`config.mk`:
```
export PLATFORM = sky130hd
export DESIGN_NAME = lsu_flat
export DESIGN_NICKNAME = d
export VERILOG_FILES = /design/src/rtl/lsu_pkg.sv /design/src/rtl/lsu_if.sv /design/src/rtl/lsu_align.sv /design/src/rtl/lsu.sv /design/src/flat_wrapper.sv
export SDC_FILE = /design/constraint.sdc
export NUM_CORES = 1
export LEC_CHECK = 0
export CORE_ASPECT_RATIO = 0.7
export CORE_UTILIZATION = 49
export DETAILED_ROUTE_END_ITERATION = 10
export PLACE_DENSITY = 0.86
export SLEW_MARGIN = 20
export SYNTH_ARGS = -nofsm -noshare
export SYNTH_HDL_FRONTEND = slang
export SYNTH_SLANG_ARGS = --single-unit
```
`constraint.sdc`:
```
create_clock -name clk -period 3.5 [get_ports clk]
set_input_delay 0.7 -clock clk [delete_from_list [all_inputs] [get_ports clk]]
set_output_delay 0.7 -clock clk [all_outputs]
set_load 0.005 [all_outputs]
```
`src/rtl/lsu_pkg.sv`:
```
// Shared types for the load/store unit: funct3 width codes, FSM states and
// the latched memory-op record.
package lsu_pkg;

  localparam int LSU_XLEN = 32;

  localparam logic [2:0] F3_B  = 3'b000;
  localparam logic [2:0] F3_H  = 3'b001;
  localparam logic [2:0] F3_W  = 3'b010;
  localparam logic [2:0] F3_BU = 3'b100;
  localparam logic [2:0] F3_HU = 3'b101;

  typedef enum logic [1:0] {
    IDLE = 2'd0,
    REQ  = 2'd1,
    WAIT = 2'd2
  } lsu_state_t;

  typedef struct packed {
    logic                is_load;
    logic [2:0]          funct3;
    logic [LSU_XLEN-1:0] addr;
    logic [LSU_XLEN-1:0] wdata;
    logic [4:0]          rd;
  } ldst_op_t;

endpackage

```
`src/rtl/lsu_if.sv`:
```
// Single-outstanding request/grant/rvalid data-memory port.
interface lsu_if #(
  parameter int ADDR_W = 32,
  parameter int DATA_W = 32
);
  logic              mem_req;
  logic              mem_we;
  logic [ADDR_W-1:0] mem_addr;
  logic [3:0]        mem_be;
  logic [DATA_W-1:0] mem_wdata;
  logic              mem_gnt;
  logic              mem_rvalid;
  logic [DATA_W-1:0] mem_rdata;

  modport master (
    output mem_req, mem_we, mem_addr, mem_be, mem_wdata,
    input  mem_gnt, mem_rvalid, mem_rdata
  );

  modport slave (
    input  mem_req, mem_we, mem_addr, mem_be, mem_wdata,
    output mem_gnt, mem_rvalid, mem_rdata
  );
endinterface

```
`src/rtl/lsu_align.sv`:
```
// Byte-lane steering: store-side enables/replication/legality checks and
// load-side shift plus sign/zero extension.
module lsu_align import lsu_pkg::*; (
  input  logic                st_is_load,
  input  logic [2:0]          st_funct3,
  input  logic [1:0]          st_addr_lo,
  input  logic [LSU_XLEN-1:0] st_wdata,
  output logic [3:0]          st_be,
  output logic [LSU_XLEN-1:0] st_lane,
  output logic                st_misaligned,
  output logic                st_illegal,
  input  logic [2:0]          ld_funct3,
  input  logic [1:0]          ld_addr_lo,
  input  logic [LSU_XLEN-1:0] ld_rdata,
  output logic [LSU_XLEN-1:0] ld_data
);

  logic [LSU_XLEN-1:0] ld_shift_s;

  assign ld_shift_s = ld_rdata >> {ld_addr_lo, 3'b000};

  // Access size comes from funct3[1:0]; legality also depends on load vs store
  always_comb begin
    st_be         = 4'b0000;
    st_lane       = {LSU_XLEN{1'b0}};
    st_misaligned = 1'b0;
    case (st_funct3[1:0])
      2'b00: begin
        st_be   = 4'b0001 << st_addr_lo;
        st_lane = {4{st_wdata[7:0]}};
      end
      2'b01: begin
        st_be         = 4'b0011 << {st_addr_lo[1], 1'b0};
        st_lane       = {2{st_wdata[15:0]}};
        st_misaligned = st_addr_lo[0];
      end
      2'b10: begin
        st_be         = 4'b1111;
        st_lane       = st_wdata;
        st_misaligned = |st_addr_lo;
      end
      default: begin
        st_be         = 4'b0000;
        st_lane       = {LSU_XLEN{1'b0}};
        st_misaligned = 1'b0;
      end
    endcase

    case (st_funct3)
      F3_B, F3_H, F3_W: st_illegal = 1'b0;
      F3_BU, F3_HU:     st_illegal = !st_is_load;
      default:          st_illegal = 1'b1;
    endcase
  end

  // Load result extension
  always_comb begin
    case (ld_funct3)
      F3_B:    ld_data = {{24{ld_shift_s[7]}}, ld_shift_s[7:0]};
      F3_H:    ld_data = {{16{ld_shift_s[15]}}, ld_shift_s[15:0]};
      F3_W:    ld_data = ld_shift_s;
      F3_BU:   ld_data = {24'h00_0000, ld_shift_s[7:0]};
      F3_HU:   ld_data = {16'h0000, ld_shift_s[15:0]};
      default: ld_data = {LSU_XLEN{1'b0}};
    endcase
  end

endmodule

```
`src/rtl/lsu.sv`:
```
// Load/store unit: accepts one memory op at a time from execute, runs it on
// the data-memory port and returns extended load data to writeback.
module lsu import lsu_pkg::*; #(
  parameter int ADDR_W = 32,
  parameter int DATA_W = 32
) (
  input  logic              clk,
  input  logic              rst_n,
  input  logic              ex_valid,
  output logic              ex_ready,
  input  logic              ex_is_load,
  input  logic              ex_is_store,
  input  logic [2:0]        ex_funct3,
  input  logic [ADDR_W-1:0] ex_addr,
  input  logic [DATA_W-1:0] ex_wdata,
  input  logic [4:0]        ex_rd,
  input  logic              flush,
  lsu_if.master             mem,
  output logic              wb_valid,
  output logic [4:0]        wb_rd,
  output logic [DATA_W-1:0] wb_data,
  output logic              fault,
  output logic [ADDR_W-1:0] fault_addr
);

  lsu_state_t          state_r;
  ldst_op_t            op_r;
  logic                drop_r;
  logic                mem_req_r;
  logic                mem_we_r;
  logic [3:0]          mem_be_r;
  logic                wb_valid_r;
  logic [4:0]          wb_rd_r;
  logic [DATA_W-1:0]   wb_data_r;
  logic                fault_r;
  logic [ADDR_W-1:0]   fault_addr_r;

  logic [3:0]          st_be_s;
  logic [LSU_XLEN-1:0] st_lane_s;
  logic                st_misaligned_s;
  logic                st_illegal_s;
  logic [LSU_XLEN-1:0] ld_data_s;
  logic                is_mem_s;
  logic                bad_op_s;

  lsu_align u_align (
    .st_is_load    (ex_is_load),
    .st_funct3     (ex_funct3),
    .st_addr_lo    (ex_addr[1:0]),
    .st_wdata      (ex_wdata),
    .st_be         (st_be_s),
    .st_lane       (st_lane_s),
    .st_misaligned (st_misaligned_s),
    .st_illegal    (st_illegal_s),
    .ld_funct3     (op_r.funct3),
    .ld_addr_lo    (op_r.addr[1:0]),
    .ld_rdata      (mem.mem_rdata),
    .ld_data       (ld_data_s)
  );

  assign is_mem_s = ex_is_load || ex_is_store;
  assign bad_op_s = (ex_is_load && ex_is_store) || st_illegal_s || st_misaligned_s;

  assign ex_ready       = (state_r == IDLE);
  assign mem.mem_req    = mem_req_r;
  assign mem.mem_we     = mem_we_r;
  assign mem.mem_be     = mem_be_r;
  assign mem.mem_addr   = {op_r.addr[LSU_XLEN-1:2], 2'b00};
  assign mem.mem_wdata  = op_r.wdata;
  assign wb_valid       = wb_valid_r;
  assign wb_rd          = wb_rd_r;
  assign wb_data        = wb_data_r;
  assign fault          = fault_r;
  assign fault_addr     = fault_addr_r;

  // Op sequencing: accept/fault in IDLE, request until grant, await load data
  always_ff @(posedge clk or negedge rst_n) begin
    if (!rst_n) begin
      state_r      <= IDLE;
      op_r         <= '{is_load: 1'b0, funct3: 3'b000, addr: {LSU_XLEN{1'b0}},
                        wdata: {LSU_XLEN{1'b0}}, rd: 5'd0};
      drop_r       <= 1'b0;
      mem_req_r    <= 1'b0;
      mem_we_r     <= 1'b0;
      mem_be_r     <= 4'b0000;
      wb_valid_r   <= 1'b0;
      wb_rd_r      <= 5'd0;
      wb_data_r    <= {DATA_W{1'b0}};
      fault_r      <= 1'b0;
      fault_addr_r <= {ADDR_W{1'b0}};
    end else begin
      wb_valid_r <= 1'b0;
      fault_r    <= 1'b0;
      case (state_r)
        IDLE: begin
          if (ex_valid && is_mem_s) begin
            if (bad_op_s) begin
              fault_r      <= 1'b1;
              fault_addr_r <= ex_addr;
            end else begin
              op_r.is_load <= ex_is_load;
              op_r.funct3  <= ex_funct3;
              op_r.addr    <= ex_addr;
              op_r.wdata   <= ex_is_store ? st_lane_s : {LSU_XLEN{1'b0}};
              op_r.rd      <= ex_rd;
              mem_req_r    <= 1'b1;
              mem_we_r     <= ex_is_store;
              mem_be_r     <= st_be_s;
              drop_r       <= 1'b0;
              state_r      <= REQ;
            end
          end
        end
        REQ: begin
          // A grant in the same cycle as flush still commits the access
          if (mem.mem_gnt) begin
            mem_req_r <= 1'b0;
            if (op_r.is_load) begin
              drop_r  <= flush;
              state_r <= WAIT;
            end else begin
              state_r <= IDLE;
            end
          end else if (flush) begin
            mem_req_r <= 1'b0;
            state_r   <= IDLE;
          end
        end
        WAIT: begin
          if (mem.mem_rvalid) begin
            if (!(drop_r || flush)) begin
              wb_valid_r <= 1'b1;
              wb_rd_r    <= op_r.rd;
              wb_data_r  <= ld_data_s;
            end
            drop_r  <= 1'b0;
            state_r <= IDLE;
          end else if (flush) begin
            drop_r <= 1'b1;
          end
        end
        default: begin
          mem_req_r <= 1'b0;
          state_r   <= IDLE;
        end
      endcase
    end
  end

endmodule
```
`src/flat_wrapper.sv`:
```
// flat-port wrapper written by rule: the top's interface ports become plain ports
module lsu_flat import lsu_pkg::*;
#(
  parameter int ADDR_W = 32,
  parameter int DATA_W = 32
)
  (clk, rst_n, ex_valid, ex_ready, ex_is_load, ex_is_store, ex_funct3, ex_addr, ex_wdata, ex_rd, flush, wb_valid, wb_rd, wb_data, fault, fault_addr, mem_mem_req, mem_mem_we, mem_mem_addr, mem_mem_be, mem_mem_wdata, mem_mem_gnt, mem_mem_rvalid, mem_mem_rdata);
  lsu_if #(.ADDR_W(ADDR_W), .DATA_W(DATA_W)) mem_i ();
  input  logic clk;
  input  logic rst_n;
  input  logic ex_valid;
  output logic ex_ready;
  input  logic ex_is_load;
  input  logic ex_is_store;
  input  logic [2:0] ex_funct3;
  input  logic [ADDR_W-1:0] ex_addr;
  input  logic [DATA_W-1:0] ex_wdata;
  input  logic [4:0] ex_rd;
  input  logic flush;
  output logic wb_valid;
  output logic [4:0] wb_rd;
  output logic [DATA_W-1:0] wb_data;
  output logic fault;
  output logic [ADDR_W-1:0] fault_addr;
  output wire logic [$bits(mem_i.mem_req)-1:0] mem_mem_req;
  output wire logic [$bits(mem_i.mem_we)-1:0] mem_mem_we;
  output wire logic [$bits(mem_i.mem_addr)-1:0] mem_mem_addr;
  output wire logic [$bits(mem_i.mem_be)-1:0] mem_mem_be;
  output wire logic [$bits(mem_i.mem_wdata)-1:0] mem_mem_wdata;
  input wire logic [$bits(mem_i.mem_gnt)-1:0] mem_mem_gnt;
  input wire logic [$bits(mem_i.mem_rvalid)-1:0] mem_mem_rvalid;
  input wire logic [$bits(mem_i.mem_rdata)-1:0] mem_mem_rdata;
  assign mem_mem_req = mem_i.mem_req;
  assign mem_mem_we = mem_i.mem_we;
  assign mem_mem_addr = mem_i.mem_addr;
  assign mem_mem_be = mem_i.mem_be;
  assign mem_mem_wdata = mem_i.mem_wdata;
  assign mem_i.mem_gnt = mem_mem_gnt;
  assign mem_i.mem_rvalid = mem_mem_rvalid;
  assign mem_i.mem_rdata = mem_mem_rdata;
  lsu #(.ADDR_W(ADDR_W), .DATA_W(DATA_W)) u_core (.clk(clk), .rst_n(rst_n), .ex_valid(ex_valid), .ex_ready(ex_ready), .ex_is_load(ex_is_load), .ex_is_store(ex_is_store), .ex_funct3(ex_funct3), .ex_addr(ex_addr), .ex_wdata(ex_wdata), .ex_rd(ex_rd), .flush(flush), .mem(mem_i), .wb_valid(wb_valid), .wb_rd(wb_rd), .wb_data(wb_data), .fault(fault), .fault_addr(fault_addr));
endmodule
```
Word level (Yosys, flattened, before mapping)
Cells that the tools add are included.
- bits in registers: 153
- input bits: 112
- output and inout port bits: 142
- logic and storage cells: 92
- eq/ne operators: 19
- shifts and indexed selects: 3
- mux-type cells: 31
- bitwise operators: 3
- reduce and logical (&&, ||, !) cells: 21
- operator list (cell ; count):
    $pmux W32 S5 ; 1
    $pmux W32 S3 ; 1
    $mux W32 ; 1
    $shr A32 B5 Y32 ; 1
    $mux W1 ; 16
    $eq A3 B3 Y1 const B ; 4
    $mux W2 ; 6
    $pmux W4 S3 ; 1
    $reduce_and A3 Y1 ; 3
    $reduce_and A4 Y1 ; 2
    $eq A3 B1 Y1 const B ; 2
    $eq A3 B2 Y1 const B ; 2
    $logic_not A3 Y1 ; 2
    $ne A2 B2 Y1 const B ; 3
    $ne A3 B3 Y1 const B ; 2
    $pmux W1 S3 ; 2
    $pmux W2 S3 ; 1
    $reduce_and A6 Y1 ; 1
    $eq A2 B1 Y1 const B ; 2
    $eq A2 B2 Y1 const B ; 2
    $logic_not A2 Y1 ; 2
    $logic_or A1 B1 Y1 ; 4
    $ne A2 B1 Y1 const B ; 2
    $pmux W1 S2 ; 2
    8 further kinds ; 12

Longest topological paths before layout
Gate-level depths: netlist (run 1).
- depth in word-level cells: 8
- depth in mapped cells: 9
- gate-level depth less buffers: 7

Cells and area by module
A second synthesis (run 1) with hierarchy kept.
- cells, all modules: 692
- area total of the unflattened synthesis: 7958.9 um^2
- by module, submodules not included (module ; instances ; cells each ; area an instance (um^2) ; seq. area each (um^2)):
    lsu ; 1 ; 487 ; 6496.2 ; 3828.7
    lsu_align ; 1 ; 205 ; 1462.7 ; 0.0

Least setup slack after synthesis (run 1)
Ideal clock, no wire load.
- path type: input port to flip-flop
- from: input ex_funct3[1]
- to: register u_core.fault_addr_r[10] (netlist: u_core.fault_addr[10])
- library setup time: 0.125 ns
- data arrival time: 2.336 ns
- required time: 3.375 ns
- slack: 1.039 ns
- cell stages on the path: 7
- buffers on the path: 1
- cells stage by stage: inv_1 ha_1 or2_1 o211a_4 a211oi_4 buf_6 mux2_2
- word-level cells in the longest chain between the ends: 6
- elaborated cells on any way between the ends: 14
- classes of those cells: eq/ne: 6; mux: 2; reduce/logical: 6
- ends and longest elaborated chain (element ; line ; RTL):
    start, declared ; flat_wrapper.sv:15 ; input logic [2:0] ex_funct3;
    $eq A3 B1 Y1, or another cell as far along ; lsu_align.sv:49 ; case (st_funct3)
    $reduce_or A3 Y1 or $reduce_or A2 Y1 (tied branches) ; lsu_align.sv:49 ;
    $pmux W1 S2 ; lsu_align.sv:49 ;
    $logic_or A1 B1 Y1 ; lsu.sv:62 ; assign bad_op_s = (ex_is_load && ex_is_store) || st_illegal_s || st_misaligned_s;
    $logic_or A1 B1 Y1 (*) ; lsu.sv:62 ;
    $reduce_and A3 Y1 (no line) (*) ; - ;
    end signal, assigned ; lsu.sv:90 ; fault_addr_r <= {ADDR_W{1'b0}};
    end signal, assigned ; lsu.sv:99 ; fault_addr_r <= ex_addr;
    end, declared ; lsu.sv:36 ; logic [ADDR_W-1:0] fault_addr_r;
Mark *: on every way between the ends. The rest lies on a longest branch, timed or not.
A chain may end at the register's enable or synchronous reset.

Worst setup path after layout (run 1)
- from: input ex_funct3[0]
- to: register u_core.op_r, in the netlist u_core.mem.mem_addr[8]
- word-level cells in the longest chain between the ends: 7
- elaborated cells on any way between the ends: 15
- classes of those cells: eq/ne: 6; mux: 2; bitwise: 1; reduce/logical: 6
- ends and longest elaborated chain (element ; line ; RTL):
    $eq A3 B1 Y1, or another cell as far along ; lsu_align.sv:49 ;
    $reduce_or A3 Y1 or $reduce_or A2 Y1 (tied branches) ; lsu_align.sv:49 ;
    $pmux W1 S2 ; lsu_align.sv:49 ;
    $logic_or A1 B1 Y1 ; lsu.sv:62 ;
    $logic_or A1 B1 Y1 (*) ; lsu.sv:62 ;
    $not A1 Y1 (no line) (*) ; - ;
    $reduce_and A3 Y1 (no line) (*) ; - ;
    end signal, assigned ; lsu.sv:80 ; op_r <= '{is_load: 1'b0, funct3: 3'b000, addr: {LSU_XLEN{1'b0}},
    end, declared ; lsu.sv:27 ; ldst_op_t op_r;
Marks and branches as above.

==> flow_summary.json, run 1 <==
{
  "fillerInstances": 1129,
  "critPathMaxFanout": 54,
  "cts_hold_buf": 0,
  "crit_path_start_kind": "input pin",
  "async_flop_share": 1.00,
  "slowest_stage": "sky130_fd_sc_hd__clkdlybuf4s50_1",
  "drt_drc_violations_left": 0,
  "synth_top_flop_cell": "sky130_fd_sc_hd__dfrtp_1",
  "max_stage_delay_ps": 520,
  "final_cells": 1048,
  "vias_per_cell": 5.41,
  "ioPinCount": 254,
  "finalMaxSlewViolations": 0,
  "power_frac_seq": 0.373,
  "drt-total-wl_mm": 19.5,
  "unrepaired_setup_endpoints_after_global_routing": "false",
  "grt.overflow.total": 0,
  "drt-initial-drc-count": 380,
  "grt_pass1_wl_mm": 30.5,
  "number_of_global_route_vias_before_repair": 5589,
  "syn_area_mm2": 0.00739,
  "synth-compound-area-share": 0.137,
  "post_cts_buffers": 0,
  "die_x_extent_um": 149,
  "net_switching_share_of_the_total_power": 0.302,
  "combPwrFrac": 0.384,
  "port_buffers": 251,
  "design.die.area_mm2": 0.0156,
  "cts_htree_levels": 4,
  "synth-xor-area-share": 0,
  "multi_input_comb_area_mm2": 0.00284,
  "finClkSkew_ps": 10.2,
  "timing.final.crit_share": 0.761,
  "clock_tree_from_tritoncts": "built",
  "muxShareOfSynthArea": 0.148,
  "grt_max_degree": 77,
  "die-height_um": 105,
  "simple_gate_portion_of_the_synthesized_area": 0.0859,
  "syn-mean-instance-area_um2": 11.3,
  "drv.max_cap_violation_count": 0,
  "dp_cells": 1016,
  "route.detailed.wl_per_inst_um": 18.6,
  "syn_inst": 656,
  "ir_worst_vdd_mv": 0.375,
  "rows": 37,
  "critPathRequiredTime_ps": 3790,
  "flow.area_growth_from_synthesis_pct": 38.0,
  "p_sw_mw": 2.33,
  "tritoncts.num_buffers": 17,
  "globalRouteTotalUtil": 0.258,
  "synth_area_leaders": "sky130_fd_sc_hd__dfrtp_1 52%, sky130_fd_sc_hd__mux2_2 11%, sky130_fd_sc_hd__buf_4 6.8%",
  "clkLatencyLatePin_ps": 420,
  "diodes": 0,
  "main_combinational_cell_family_by_area_after_synthesis": "multiplexers",
  "first_pass_iters": 6,
  "final_layout_size_suffix_gt1_frac": 0.148,
  "utilization": 0.693,
  "detail-route-antenna-nets": 0,
  "ctsResizeCount": 0,
  "power.internal_mw": 5.39,
  "timing.hold.worst.class": "in -> async",
  "cts_num_sinks": 153,
  "post_synth_num_cell_types": 42,
  "max_freq_mhz": 375,
  "critical_path_arrival_ps": 2960,
  "headroom_to_the_max_slew_limit": 0.403,
  "area.sequential_mm2": 0.00383,
  "start_to_end_type_of_the_worst_setup_path": "in -> reg",
  "cp-end-kind": "flip-flop",
  "ys_top_cells_by_count": "153 x sky130_fd_sc_hd__dfrtp_1, 83 x sky130_fd_sc_hd__nand2_1, 74 x sky130_fd_sc_hd__mux2_2",
  "number_of_enable_flip_flop_cells_after_synthesis": 0,
  "cts-root-to-sink-buffers": 2,
  "clock_power_share": 0.244,
  "synth-seq-cells": 153,
  "path_cells": "clkdlybuf4s50_1 -> inv_1 -> ha_1 -> or2_1 -> o211a_4 -> nand4_1 -> buf_12 -> mux2_2",
  "synth_sequential_area_ratio": 0.518,
  "synthDominantAreaCellType": "sky130_fd_sc_hd__dfrtp_1",
  "yosysTopAreaCellShare": 0.518,
  "synth.most_common_cell": "sky130_fd_sc_hd__dfrtp_1",
  "yosysWarnings": 0,
  "timing_worst_slew_pin_value_ps": 889,
  "hpwl_mm": 14.3,
  "routabilityCongestion": 0.869,
  "yosys.area_share.adder": 0.0135,
  "final_hold_viol_count": 0,
  "starting_density_of_the_core": 0.502,
  "run_status": "finished clean",
  "fin_nets": 960,
  "setup-tns-final_ps": 0,
  "clk_root_buffer_cell": "sky130_fd_sc_hd__clkbuf_16",
  "core_area_mm2": 0.0147,
  "powerDensity_mw_per_mm2": 757,
  "post-route-min-period_ps": 2660,
  "power_leakage_nw": 4.37,
  "report.final.setup_viol": 0,
  "via_count": 5669,
  "cts.reportedPaths.clkPinSlew_ps": 60,
  "antenna_violations_before_repair": 0
}
[sequential cells by signal (all words and copies together) (netlist names)]
name and count:
u_core.wb_data 32, u_core.fault 1, u_core.drop_r 1, u_core.wb_rd 5, u_core.mem.mem_addr 30, u_core.mem.mem_we 1, u_core.state_r 2, u_core.op_r 11
u_core.fault_addr 32, u_core.mem.mem_be 4, u_core.mem.mem_wdata 32, u_core.wb_valid 1, u_core.mem.mem_req 1
[power groups by stage]
stage	Sequential, mW	Clock [mW]	Combinational [mW]
floorplan	2.81	0	1.64
global placement	2.86	0	2.88
global route	2.97	1.99	3.20
CTS	2.88	1.92	2.99
finish	2.88	1.88	2.96
detailed placement	2.90	0	2.96
[cell type report]
type,count,area share
clock buffer,18,0.0421
tap,195,0.0239
multi-input combinational,396,0.279
clock inverter,14,0.0171
timing repair buffer,264,0.260
sequential,153,0.375
inverter,8,0.00294
[critical path, delay by kind of cell]
kind            cells  cell delay, ps
mux                 1             390
simple gates        2             440
fa+ha+maj           1             220
buf+inv             3             880
compound gates      1             300
[through the flow]
stage          setup slack [ps]  power (mW)  hold slack (ps)  cell area (um^2)
3_3_place_gp                480        5.75              445              9600
2_1_floorplan              1040        4.45              404              7390
3_5_place_dp                421        5.87              458              9600
5_1_grt                     709        8.16              343             10200
6_report                    835        7.72              302             10200
4_1_cts                     852        7.79              321             10200
[worst paths after layout]
check,start,slack [ps],cells past startpoint,endpoint
max,ex_funct3[0],840,8,u_core.mem.mem_addr[8]
min,rst_n,300,1,u_core.mem.mem_wdata[27]
max reg2reg,u_core.state_r[0],1040,6,u_core.wb_data[24]
min reg2reg,u_core.op_r[2],460,2,u_core.wb_rd[2]
max in group asynchronous,rst_n,2380,2,u_core.wb_data[31]
min in group clk,u_core.op_r[2],460,2,u_core.wb_rd[2]
[cells by family (layout without fill, tap and decap cells)]
| family | Yosys count | count (layout) |
|---|---|---|
| AO/OA/AOI/OAI | 151 | 151 |
| buffers and inverters | 108 | 304 |
| AND/OR/NAND/NOR | 136 | 136 |
| other | 1 | 2 |
| flip-flops | 153 | 153 |
| multiplexers | 99 | 99 |
| adder cells (fa/ha/maj) | 8 | 8 |
[cells in the final DEF (no fill, tap or decap), types with 3 or more instances in the layout]
cell type,synthesis,routed
sky130_fd_sc_hd__buf_12,0,3
sky130_fd_sc_hd__nor2b_1,5,5
sky130_fd_sc_hd__inv_1,8,8
sky130_fd_sc_hd__nand2_1,83,83
sky130_fd_sc_hd__buf_4,67,10
sky130_fd_sc_hd__clkdlybuf4s50_1,0,250
sky130_fd_sc_hd__nand2b_1,3,3
sky130_fd_sc_hd__mux2_1,6,6
sky130_fd_sc_hd__mux2_2,74,74
sky130_fd_sc_hd__inv_8,0,4
sky130_fd_sc_hd__o21ai_0,71,71
sky130_fd_sc_hd__a221o_1,16,16
sky130_fd_sc_hd__a22o_1,23,23
sky130_fd_sc_hd__and2_1,16,16
sky130_fd_sc_hd__clkbuf_16,0,17
sky130_fd_sc_hd__a22oi_1,8,8
sky130_fd_sc_hd__o211ai_1,3,3
sky130_fd_sc_hd__nor2_1,14,14
sky130_fd_sc_hd__dfrtp_1,153,153
sky130_fd_sc_hd__mux2i_1,19,19
sky130_fd_sc_hd__o31ai_1,6,6
sky130_fd_sc_hd__ha_1,8,8
sky130_fd_sc_hd__nand3b_1,3,3
sky130_fd_sc_hd__nand3_1,4,4
sky130_fd_sc_hd__inv_6,0,5
sky130_fd_sc_hd__a21oi_1,15,15
[layer usage]
| metal | wire (um) | vias to the layer above | track usage | share of wire |
|---|---|---|---|---|
| met5 | 0 | - | 0 | 0 |
| met3 | 1720 | 37 | 0.0672 | 0.088 |
| met2 | 9080 | 252 | 0.404 | 0.46 |
| met4 | 417 | 0 | 0.0962 | 0.021 |
| met1 | 8330 | 2767 | 0.343 | 0.43 |
| li1 | - | 2613 | - | - |
(Power assumes the default switching activity.)
==> inputs of run 2 (changes only) <==
--- a/config.mk
+++ b/config.mk
@@ -6,9 +6,9 @@
 export NUM_CORES = 1
 export LEC_CHECK = 0
 export CORE_ASPECT_RATIO = 0.7
-export CORE_UTILIZATION = 49
+export CORE_UTILIZATION = 46
 export DETAILED_ROUTE_END_ITERATION = 10
-export PLACE_DENSITY = 0.86
+export PLACE_DENSITY = 0.81
 export SLEW_MARGIN = 20
 export SYNTH_ARGS = -nofsm -noshare
 export SYNTH_HDL_FRONTEND = slang
==> constraint.sdc (replaced) <==
create_clock -name clk -period 2.8 [get_ports clk]
set_input_delay 0.56 -clock clk [delete_from_list [all_inputs] [get_ports clk]]
set_output_delay 0.56 -clock clk [all_outputs]
set_load 0.005 [all_outputs]
==> run 2 against run 1 <==
Effect of this change:
- combinational power up 26%
- register-to-register slack worse by 370 ps
- hold slack got worse by 160 ps
- largest power group unchanged
- global-route usage is 0.87 points lower
- critical path depth is 1 higher
- via count increased by 0.53%
- count of clock-buffer cells in the layout stayed put
- cell count up 1.8%
==> flow_summary.json, run 2 (synthesis gave the netlist of run 1 again) <==
{
  "run_status": "finished clean",
  "power_leakage_nw": 4.47,
  "hpwl_mm": 14.8,
  "number_of_global_route_vias_before_repair": 5723,
  "flow.area_growth_from_synthesis_pct": 40.5,
  "diodes": 0,
  "final_hold_viol_count": 0,
  "start_to_end_type_of_the_worst_setup_path": "in -> reg",
  "multi_input_comb_area_mm2": 0.00284,
  "timing.final.crit_share": 0.934,
  "unrepaired_setup_endpoints_after_global_routing": "false",
  "grt.overflow.total": 0,
  "antenna_violations_before_repair": 2,
  "die-height_um": 108,
  "finalMaxSlewViolations": 0,
  "core_area_mm2": 0.0156,
  "timing_worst_slew_pin_value_ps": 892,
  "timing.hold.worst.class": "in -> async",
  "total_power_mw": 9.83,
  "globalRouteTotalUtil": 0.249,
  "area.sequential_mm2": 0.00383,
  "ioPinCount": 254,
  "routabilityCongestion": 0.854,
  "design.die.area_mm2": 0.0166,
  "net_switching_share_of_the_total_power": 0.301,
  "dp_cells": 1035,
  "power_frac_seq": 0.368,
  "starting_density_of_the_core": 0.474,
  "detail-route-antenna-nets": 0,
  "clk_root_buffer_cell": "sky130_fd_sc_hd__clkbuf_16",
  "path_cells": "clkdlybuf4s50_1 -> inv_1 -> ha_1 -> buf_4 -> nor2b_1 -> buf_4 -> a22o_1 -> nand2_1 -> o21ai_0",
  "headroom_to_the_max_slew_limit": 0.404,
  "slowest_stage": "sky130_fd_sc_hd__nor2b_1",
  "critical_path_arrival_ps": 2940,
  "postLayoutCellArea_mm2": 0.0104,
  "route.detailed.wl_per_inst_um": 18.8,
  "fillerInstances": 1204,
  "cts.reportedPaths.clkPinSlew_ps": 70,
  "powerDensity_mw_per_mm2": 947,
  "critPathMaxFanout": 14,
  "tritoncts.num_buffers": 17,
  "final_layout_size_suffix_gt1_frac": 0.163,
  "drt-initial-drc-count": 354,
  "cts_hold_buf": 0,
  "cts_htree_levels": 4,
  "grt_pass1_wl_mm": 31.6,
  "max_stage_delay_ps": 700,
  "drv.max_cap_violation_count": 0,
  "mostFrequentLayoutCell": "sky130_fd_sc_hd__clkdlybuf4s50_1",
  "cp-end-kind": "flip-flop",
  "cts_num_sinks": 153,
  "post_cts_buffers": 0,
  "utilization": 0.666,
  "p_sw_mw": 2.95,
  "report.final.setup_viol": 0,
  "crit_path_start_kind": "input pin",
  "clock_tree_from_tritoncts": "built",
  "ir_worst_vdd_mv": 0.479,
  "clkLatencyLatePin_ps": 410,
  "critical-path-top-cell-by-count": "sky130_fd_sc_hd__buf_4",
  "fin_nets": 974,
  "grt_max_degree": 68,
  "rows": 38,
  "ctsResizeCount": 0,
  "port_buffers": 251,
  "combPwrFrac": 0.379,
  "die_x_extent_um": 153,
  "post-route-min-period_ps": 2610,
  "first_pass_iters": 4,
  "cts-root-to-sink-buffers": 2,
  "final_cells": 1067,
  "critPathRequiredTime_ps": 3130,
  "power.internal_mw": 6.88,
  "dpl-instance-area_mm2": 0.00974,
  "clock_power_share": 0.253,
  "drt-total-wl_mm": 20.1,
  "vias_per_cell": 5.34,
  "via_count": 5699,
  "finClkSkew_ps": 13.1,
  "max_freq_mhz": 382,
  "drt_drc_violations_left": 0,
  "final_cell_mix": "250 x sky130_fd_sc_hd__clkdlybuf4s50_1, 153 x sky130_fd_sc_hd__dfrtp_1, 83 x sky130_fd_sc_hd__nand2_1"
}
run 2: cell count changes in the layout (fill, tap and decap cells not counted):
| cell | delta |
|---|---|
| sky130_fd_sc_hd__inv_8 | +1 |
| sky130_fd_sc_hd__buf_4 | +11 |
| sky130_fd_sc_hd__clkbuf_1 | -1 |
| sky130_fd_sc_hd__clkbuf_8 | +1 |
| sky130_fd_sc_hd__bufinv_16 | +1 |
| sky130_fd_sc_hd__inv_6 | -1 |
| sky130_fd_sc_hd__clkinvlp_4 | -1 |
| sky130_fd_sc_hd__buf_12 | +3 |
run 2: layout make-up:
cell class,count,share of cell area
clock inverters,14,0.0192
repair buffers,278,0.269
clock buffers,18,0.0423
flip-flops and latches,153,0.369
inverters,8,0.00289
multi-input cells,396,0.274
well taps,200,0.0241
run 2: worst paths after layout:
path | end | cells after the start | slack, ps | from
worst min register to register | u_core.mem.mem_be[1] | 2 | 470 | u_core.mem.mem_be[1]
worst min-delay path | u_core.drop_r | 1 | 140 | rst_n
max in group asynchronous | u_core.mem.mem_wdata[25] | 2 | 1940 | rst_n
min in group clk | u_core.mem.mem_be[1] | 2 | 470 | u_core.mem.mem_be[1]
worst max register to register | u_core.wb_data[12] | 6 | 670 | u_core.state_r[0]
worst max-delay path | u_core.mem.mem_wdata[23] | 9 | 190 | ex_funct3[0]
run 2: per-layer routing:
metal,track usage,wire (um),share of wire,vias to the layer above
li1,-,-,-,2644
met3,0.0766,1680,0.084,21
met4,0.0621,226,0.011,2
met2,0.391,9140,0.46,236
met1,0.338,8990,0.45,2796
met5,0,13,0.00065,-
run 2: power by group through the flow:
stage	sequential [mW]	combinational [mW]	clock, mW
2_1_floorplan	3.51	2.05	0
3_3_place_gp	3.61	3.63	0
3_5_place_dp	3.65	3.73	0
4_1_cts	3.62	3.75	2.53
5_1_grt	3.73	4.02	2.65
6_report	3.62	3.72	2.49
run 2: worst max-delay path, delay by kind of cell:
kind	cells	cell delay, ps
buf+inv	4	1000
fa+ha+maj	1	280
compound gates	2	330
simple gates	2	770
run 2: metrics by stage:
stage	hold slack, ps	setup slack (ps)	TNS, ps
after floorplan	264	479	0
after global placement	446	-117	-4950
after detailed placement	451	-162	-9010
after CTS	166	243	0
after global routing	180	34.3	0
final	142	185	0
==> inputs of run 3 (changes only) <==
--- a/config.mk
+++ b/config.mk
@@ -5,6 +5,7 @@
 export SDC_FILE = /design/constraint.sdc
 export NUM_CORES = 1
 export LEC_CHECK = 0
+export CAP_MARGIN = 10
 export CORE_ASPECT_RATIO = 0.7
 export CORE_UTILIZATION = 46
 export DETAILED_ROUTE_END_ITERATION = 10
==> results of run 3 <==
Final layout, timing and power as in run 2 (identical DEF).
